**config.mk**
```make
export PLATFORM = sky130hd
export DESIGN_NAME = led_timer_mmio
export DESIGN_NICKNAME = d
export VERILOG_FILES = /design/src/rtl/soc_mmio_pkg.sv /design/src/rtl/blink_prescaler.sv /design/src/rtl/led_timer_mmio.sv
export SDC_FILE = /design/constraint.sdc
export NUM_CORES = 1
export LEC_CHECK = 0
export BUFFER_PORTS_ARGS = -buffer_cell sky130_fd_sc_hd__buf_2
export CORE_MARGIN = 10
export CORE_UTILIZATION = 30
export DETAILED_ROUTE_END_ITERATION = 6
export PLACE_DENSITY_LB_ADDON = 0.2
export SKIP_LAST_GASP = 1
export SYNTH_ARGS = -nofsm -noshare
export SYNTH_HDL_FRONTEND = slang
export SYNTH_SLANG_ARGS = --single-unit
```
**constraint.sdc**
```tcl
create_clock -name clk -period 2.5 [get_ports clk]
set_input_delay 0.125 -clock clk [delete_from_list [all_inputs] [get_ports clk]]
set_output_delay 0.125 -clock clk [all_outputs]
set_load 0.03 [all_outputs]
```
**src/rtl/soc_mmio_pkg.sv**
```systemverilog
// rtl/soc_mmio_pkg.sv - shared register map and defaults for the SoC MMIO peripherals
package soc_mmio_pkg;

  localparam logic [31:0] DEFAULT_BASE_ADDR = 32'h0000_1000;

  // Byte offsets inside the 32-byte register window
  localparam logic [4:0] OFF_LED_OUT   = 5'h00;
  localparam logic [4:0] OFF_LED_SET   = 5'h04;
  localparam logic [4:0] OFF_LED_CLR   = 5'h08;
  localparam logic [4:0] OFF_LED_TGL   = 5'h0C;
  localparam logic [4:0] OFF_BLINK_CFG = 5'h10;
  localparam logic [4:0] OFF_TIMER     = 5'h14;
  localparam logic [4:0] OFF_TIMER_CMP = 5'h18;
  localparam logic [4:0] OFF_STATUS    = 5'h1C;

  localparam int STATUS_MATCH_BIT  = 0;
  localparam int STATUS_IRQ_EN_BIT = 1;

  localparam int BLINK_MASK_W     = 5;
  localparam int BLINK_RELOAD_LSB = 8;

  function automatic logic [2:0] reg_idx(input logic [4:0] off);
    return off[4:2];
  endfunction

endpackage

```
**src/rtl/blink_prescaler.sv**
```systemverilog
// rtl/blink_prescaler.sv - reloadable down-counter that toggles the blink phase on underflow
module blink_prescaler #(
  parameter int PRESC_W = 24
) (
  input  logic               clk,
  input  logic               rst_n,
  input  logic [PRESC_W-1:0] reload,
  output logic               phase
);

  logic [PRESC_W-1:0] presc;

  // The reload value is only sampled at zero, so config writes never restart a half-period
  always_ff @(posedge clk or negedge rst_n) begin
    if (!rst_n) begin
      presc <= '0;
      phase <= 1'b0;
    end else if (presc == '0) begin
      presc <= reload;
      phase <= ~phase;
    end else begin
      presc <= presc - 1'b1;
    end
  end

endmodule

```
**src/rtl/led_timer_mmio.sv**
```systemverilog
// rtl/led_timer_mmio.sv - LED register with set/clear/toggle aliases, blink generator and compare timer
module led_timer_mmio
  import soc_mmio_pkg::*;
#(
  parameter logic [31:0] BASE_ADDR = DEFAULT_BASE_ADDR,
  parameter int          LED_W     = 5,
  parameter int          PRESC_W   = 24
) (
  input  logic             clk,
  input  logic             rst_n,
  input  logic [31:0]      data_addr,
  input  logic             data_wr_en,
  input  logic [31:0]      data_wr,
  output logic [31:0]      data_rd,
  output logic             sel,
  output logic [LED_W-1:0] led,
  output logic             irq
);

  logic [2:0]              idx;
  logic                    wr_hit;
  logic [LED_W-1:0]        wdata_led;
  logic [LED_W-1:0]        led_out;
  logic [BLINK_MASK_W-1:0] blink_mask;
  logic [LED_W-1:0]        mask_led;
  logic [PRESC_W-1:0]      reload;
  logic                    phase;
  logic [31:0]             timer;
  logic [31:0]             timer_cmp;
  logic                    match;
  logic                    irq_en;
  logic                    unused_addr_bits;

  assign sel              = (data_addr[31:5] == BASE_ADDR[31:5]);
  assign idx              = data_addr[4:2];
  assign wr_hit           = data_wr_en & sel;
  assign wdata_led        = data_wr[LED_W-1:0];
  assign unused_addr_bits = ^data_addr[1:0];

  always_ff @(posedge clk or negedge rst_n) begin
    if (!rst_n) begin
      led_out <= '0;
    end else if (wr_hit) begin
      case (idx)
        reg_idx(OFF_LED_OUT): led_out <= wdata_led;
        reg_idx(OFF_LED_SET): led_out <= led_out | wdata_led;
        reg_idx(OFF_LED_CLR): led_out <= led_out & ~wdata_led;
        reg_idx(OFF_LED_TGL): led_out <= led_out ^ wdata_led;
        default:              led_out <= led_out;
      endcase
    end
  end

  always_ff @(posedge clk or negedge rst_n) begin
    if (!rst_n) begin
      blink_mask <= '0;
      reload     <= '0;
    end else if (wr_hit && idx == reg_idx(OFF_BLINK_CFG)) begin
      blink_mask <= data_wr[BLINK_MASK_W-1:0];
      reload     <= data_wr[BLINK_RELOAD_LSB +: PRESC_W];
    end
  end

  blink_prescaler #(
    .PRESC_W(PRESC_W)
  ) u_blink_prescaler (
    .clk   (clk),
    .rst_n (rst_n),
    .reload(reload),
    .phase (phase)
  );

  // Only the low BLINK_MASK_W LEDs can blink; wider LED banks get zero mask bits
  for (genvar i = 0; i < LED_W; i++) begin : g_mask
    if (i < BLINK_MASK_W) begin : g_on
      assign mask_led[i] = blink_mask[i];
    end else begin : g_off
      assign mask_led[i] = 1'b0;
    end
  end

  assign led = led_out ^ (mask_led & {LED_W{phase}});

  // A CPU load of the count wins over the free-running increment
  always_ff @(posedge clk or negedge rst_n) begin
    if (!rst_n) begin
      timer <= '0;
    end else if (wr_hit && idx == reg_idx(OFF_TIMER)) begin
      timer <= data_wr;
    end else begin
      timer <= timer + 32'd1;
    end
  end

  always_ff @(posedge clk or negedge rst_n) begin
    if (!rst_n) begin
      timer_cmp <= '0;
    end else if (wr_hit && idx == reg_idx(OFF_TIMER_CMP)) begin
      timer_cmp <= data_wr;
    end
  end

  // Hardware set takes priority over a same-cycle write-1-to-clear
  always_ff @(posedge clk or negedge rst_n) begin
    if (!rst_n) begin
      match  <= 1'b0;
      irq_en <= 1'b0;
    end else begin
      if (timer == timer_cmp) begin
        match <= 1'b1;
      end else if (wr_hit && idx == reg_idx(OFF_STATUS) && data_wr[STATUS_MATCH_BIT]) begin
        match <= 1'b0;
      end
      if (wr_hit && idx == reg_idx(OFF_STATUS)) begin
        irq_en <= data_wr[STATUS_IRQ_EN_BIT];
      end
    end
  end

  assign irq = match & irq_en;

  always_comb begin
    data_rd = '0;
    if (sel) begin
      case (idx)
        reg_idx(OFF_LED_OUT):   data_rd = 32'(led_out);
        reg_idx(OFF_BLINK_CFG): data_rd = {24'(reload), 3'b000, blink_mask};
        reg_idx(OFF_TIMER):     data_rd = timer;
        reg_idx(OFF_TIMER_CMP): data_rd = timer_cmp;
        reg_idx(OFF_STATUS): begin
          data_rd[STATUS_MATCH_BIT]  = match;
          data_rd[STATUS_IRQ_EN_BIT] = irq_en;
        end
        default:                data_rd = '0;
      endcase
    end
  end

endmodule

```
==> results of run 1 <==
==> cell type report <==
cell class | instances | area (um2) | area share
Sequential cell | 125 | 3130 | 0.340
Multi-Input combinational cell | 548 | 3830 | 0.416
Tap cell | 319 | 399 | 0.0434
Clock inverter | 12 | 216 | 0.0235
Inverter | 15 | 57.6 | 0.00626
Timing Repair Buffer | 166 | 1120 | 0.122
Clock buffer | 20 | 447 | 0.0486
==> critical path: cells and delay by family <==
kind                   cells  cell delay, ns
and+or+nand+nor            5            1.26
buffers and inverters      4            0.73
==> state kept, by name, summed over array words and instances, names as in the netlist <==
name and count:
led_out 5, u_blink_prescaler.phase 1, reload 24, timer_cmp 32, u_blink_prescaler.presc 24, timer 32, irq_en 1, blink_mask 5
match 1
==> per-layer routing <==
| metal | global-route usage | vias to the layer above | wire length, um |
|---|---|---|---|
| li1 | - | 2851 | - |
| met1 | 0.195 | 2888 | 10600 |
| met2 | 0.231 | 137 | 10300 |
| met3 | 0.0367 | 16 | 1250 |
| met4 | 0.0466 | 0 | 248 |
| met5 | 0 | - | 0 |
==> worst min path at each step <==
stage | to | slack (ns) | from
2_1_floorplan | blink_mask[0] | -0.17 | rst_n
3_3_place_gp | reload[10] | 0.12 | rst_n
3_5_place_dp | timer[22] | 0.12 | rst_n
4_1_cts | blink_mask[0] | 0.001 | data_wr[0]
5_1_grt | blink_mask[0] | 0.01 | data_wr[0]
6_report | blink_mask[0] | 0.008 | data_wr[0]
==> power breakdown <==
group | leakage, uW | switching (uW) | internal [uW]
registers | 0.00165 | 117 | 2390
clock network | 0.000324 | 946 | 1890
logic | 0.00254 | 3760 | 2320
total | 0.00452 | 4820 | 6590
==> Yosys cell counts, drive strengths merged (10+ instances only) <==
library cell  instances  area, um2
dfrtp               125       3130
nor2                125        469
a21oi                69        345
mux2                 68        766
xor2                 56        490
mux2i                37        370
xnor2                30        263
clkbuf               26       97.6
nor4                 25        186
nand2                21       78.8
nand4                21        153
nand3                20        100
buf                  18        124
inv                  14       52.6
ha                   12        150
o21ai                10       50.1
==> logic make-up after synthesis <==
group,after synthesis,synth area share
simple gates,249,0.171
flops,125,0.432
mux,107,0.163
compound gates,94,0.0697
xor+xnor,86,0.104
buf+inv,59,0.0386
fa+ha+maj,12,0.0208
==> per-stage QoR <==
stage / util / cell area (um2) / setup slack, ns / total power (uW) / hold slack, ns
after floorplan: - / 7230 / 0.341 / 6950 / -0.171
after global placement: 0.348 / 8220 / 0.132 / 8500 / 0.117
after detailed placement: 0.348 / 8220 / 0.0897 / 8590 / 0.121
after CTS: 0.389 / 9200 / 0.222 / 11500 / 0.00116
after global routing: 0.389 / 9200 / 0.0626 / 12100 / 0.0112
final: 0.389 / 9200 / 0.248 / 11400 / 0.00767
==> flow_summary.json, run 1 <==
{
  "synth_ff_type": "dfrtp_1",
  "viasPerCell": 4.89,
  "syn_to_final_growth_pct": 27.1,
  "hpwl_um": 16300,
  "cts-root-buf": "clkbuf_16",
  "synth.distinct_cells": 40,
  "final_cell_mix": "nor2_1 (125), dfrtp_1 (125), buf_2 (102), a21oi_1 (69), xor2_1 (56)",
  "finalHoldViolations": 0,
  "ir_drop_uv": 1140,
  "clk_pin_slew_ns": 0.06,
  "setup-violations-final": 0,
  "grt_first_pass_wirelength_um": 35600,
  "postSynthCellCount": 732,
  "p_per_area_nw_per_um2": 1240,
  "max_freq_mhz": 444,
  "grt_max_degree": 53,
  "ioPinCount": 106,
  "ys_seq_elements": 125,
  "post_drt_wl_per_cell_um": 18.6,
  "firstDrtPassIters": 4,
  "drc": 0,
  "yosysSeqAreaShare": 0.432,
  "outcome": "finished, final reports clean",
  "maxCapViolCount": 0,
  "critPathArrivalTime_ns": 2.13,
  "reg2reg_to": "u_blink_prescaler.presc[17]",
  "critPathMaxStageDelay_ns": 0.49,
  "crit_path_start_kind": "input port",
  "drt_iter0_drc": 304,
  "ff2ff_setup_slack_ns": 0.40,
  "hp-class": "input port to register",
  "syn-cell-area_um2": 7230,
  "cp_slowest_cell": "or3_1",
  "cts_tree": "done",
  "nets": 952,
  "start_util": 0.306,
  "fillers": 2389,
  "gr-total-overflow": 0,
  "placement_rows": 56,
  "cpMostUsedCell": "buf_2",
  "io_buffers": 103,
  "async_flop_share": 1.00,
  "htree_levels": 4,
  "core-area_um2": 23600,
  "path_cells": "buf_2 -> nor4_1 -> nand4_1 -> or3_1 -> clkinv_2 -> nand3_1 -> buf_4 -> nor2_1 -> buf_2",
  "synth-edff-count": 0,
  "skew_ns": 0.0133,
  "avgSynthCellArea_um2": 9.88,
  "slew_viol_final": 0,
  "synth_fp_nets": 811,
  "worstSetupEndpoint": "data_rd[31]",
  "grt_use_total": 0.148,
  "post-route-period-util": 0.901,
  "startpoint": "data_addr[7]",
  "num_antenna_cells": 0,
  "fin_setup_tns_ns": 0,
  "rsz0062_at_grt": "false",
  "dpl.cell_count": 1142,
  "worstRegToRegCells": 6,
  "required_ns": 2.38,
  "detail-route-antenna-nets": 0,
  "cts_setup_buffers": 0,
  "path_class": "input port to primary output",
  "clock_sinks": 125,
  "drive_gt1_frac": 0.230,
  "wirelength_um": 22400,
  "die-area_um2": 30700,
  "worstReg2RegStart": "u_blink_prescaler.presc[9]",
  "fin_cells": 1205,
  "leakage_uw": 0.00452,
  "cts_resized": 0,
  "worst_slew_pin_slew_ns": 0.475,
  "die_w_um": 175,
  "crit_fanout": 24,
  "num_vias": 5892,
  "fp.dieH_um": 175,
  "cp-end-kind": "primary output",
  "min_period_ns": 2.25,
  "hold_depth": 2,
  "yosysWarnings": 0,
  "hold_buffers": 31,
  "clock_path_buffers": 2,
  "globalplace.congestion": 0.793,
  "grt_pass1_vias": 6216,
  "clk_latency_ns": 0.43,
  "antenna_found_initial": 0,
  "cts_buffers": 17,
  "relSlewSlack": 0.680
}
Power figures use the tool's default switching activity.
==> run 2, diff against run 1 <==
PLACE_DENSITY = 0.53   (was not set)
PLACE_DENSITY_LB_ADDON = not set   (was 0.2)
clock period = 2.4 ns   (was 2.5 ns; I/O delays follow)
==> flow_summary.json, run 2 (same netlist as run 1, synthesis figures left out) <==
{
  "outcome": "finished, final reports clean",
  "startpoint": "data_addr[7]",
  "min_period_ns": 2.20,
  "max_freq_mhz": 454,
  "p_per_area_nw_per_um2": 1110,
  "cp-end-kind": "primary output",
  "fillers": 2377,
  "pre_cts_ws_ns": 0.0139,
  "fin_setup_tns_ns": 0,
  "ir_drop_uv": 1440,
  "comb_power_share": 0.515,
  "die-area_um2": 30700,
  "io_buffers": 103,
  "num_vias": 5860,
  "num_antenna_cells": 0,
  "crit_path_start_kind": "input port",
  "critPathArrivalTime_ns": 2.08,
  "maxCapViolCount": 0,
  "syn_to_final_growth_pct": 24.8,
  "crit_fanout": 11,
  "nets": 950,
  "dpl_cell_area_um2": 8200,
  "reg_top3": "timer (32), timer_cmp (32)",
  "clock_path_buffers": 2,
  "fin_cells": 1203,
  "hold_slack_ns": 0.0115,
  "firstDrtPassIters": 5,
  "die_w_um": 175,
  "fp.dieH_um": 175,
  "gr-total-overflow": 0,
  "viasPerCell": 4.87,
  "clkPwrFrac": 0.233,
  "drt_iter0_drc": 356,
  "clk_pin_slew_ns": 0.05,
  "worstReg2RegStart": "u_blink_prescaler.presc[9]",
  "grt_use_total": 0.144,
  "rsz0062_at_grt": "false",
  "worst_slew_pin_slew_ns": 0.511,
  "htree_levels": 4,
  "detail-route-antenna-nets": 0,
  "leakage_uw": 0.00444,
  "worst_slack_ns": 0.198,
  "relSlewSlack": 0.656,
  "wirelength_um": 21900,
  "hpwl_um": 16100,
  "core-area_um2": 23600,
  "grt_max_degree": 66,
  "post-route-period-util": 0.917,
  "finalHoldViolations": 0,
  "slew_viol_final": 0,
  "drc": 0,
  "netSwitchingFraction": 0.422,
  "clock_sinks": 125,
  "path_class": "input port to primary output",
  "cts-root-buf": "clkbuf_16",
  "grt_pass1_vias": 6081,
  "placement_rows": 56,
  "drive_gt1_frac": 0.230,
  "required_ns": 2.28,
  "switchingPower_uw": 4230,
  "grt_first_pass_wirelength_um": 34900,
  "setup-violations-final": 0,
  "skew_ns": 0.00875,
  "post_drt_wl_per_cell_um": 18.2,
  "hp-class": "input port to register",
  "start_util": 0.306,
  "worstHoldStart": "data_wr[16]",
  "globalplace.congestion": 0.821,
  "seqPwrFrac": 0.252,
  "ioPinCount": 106,
  "final_cell_mix": "nor2_1 (125), dfrtp_1 (125), buf_2 (102), a21oi_1 (69), xor2_1 (56)",
  "cts_buffers": 17,
  "dpl.cell_count": 1142,
  "final_area_um2": 9020,
  "intPower_uw": 5790,
  "cts_tree": "done",
  "antenna_found_initial": 0,
  "clk_latency_ns": 0.42
}
==> run 2: what timing repair did <==
action,in CTS,in global routing
resized for setup,0,1
endpoints found under the setup margin,0,5
setup buffers,0,0
endpoints found under the hold margin,107,0
hold buffers,29,0
==> run 2: worst max-delay path, stage by stage <==
cell and delay (ns):
buf_2 0.10, nor4_1 0.31, nand4_1 0.17, or3_4 0.47
clkinv_2 0.11, nand3_1 0.13, buf_4 0.25, nor2_1 0.18
buf_2 0.23
==> run 2: path summary, 6_finish.rpt <==
| path | to | slack [ns] | depth (start not counted) |
|---|---|---|---|
| max reg2reg | u_blink_prescaler.presc[17] | 0.27 | 6 |
| min reg2reg | u_blink_prescaler.presc[0] | 0.51 | 1 |
| max | data_rd[20] | 0.20 | 9 |
| max in group asynchronous | timer[12] | 1.41 | 3 |
| min | timer_cmp[16] | 0.01 | 2 |
| min in group asynchronous | timer[22] | 0.23 | 2 |
==> run 2: final cells by class <==
type,count,area [um2],share of cell area
multi-input combinational,548,3830,0.425
clock buffer,25,495,0.0549
sequential,125,3130,0.347
inverter,15,57.6,0.00638
clock inverter,7,37.5,0.00416
timing repair buffer,164,1070,0.119
tap,319,399,0.0442
==> run 2: through the flow <==
step | util | total power (uW)
2_1_floorplan | - | 7160
3_3_place_gp | 0.347 | 7640
3_5_place_dp | 0.347 | 7690
4_1_cts | 0.382 | 10100
5_1_grt | 0.382 | 10800
6_report | 0.382 | 10000
==> run 2: metal layers <==
layer	global-route usage	vias up	wire (um)
met5	0	-	0
met4	0.0268	0	187
met3	0.0365	12	1100
met2	0.226	136	9970
met1	0.196	2876	10600
li1	-	2836	-
==> run 2: power by group through the flow <==
stage | logic [uW] | registers [uW] | clock network [uW]
after global placement | 5090 | 2550 | 0
after global routing | 5760 | 2520 | 2470
after CTS | 5230 | 2520 | 2380
after floorplan | 4560 | 2600 | 0
after detailed placement | 5140 | 2550 | 0
final | 5160 | 2520 | 2330
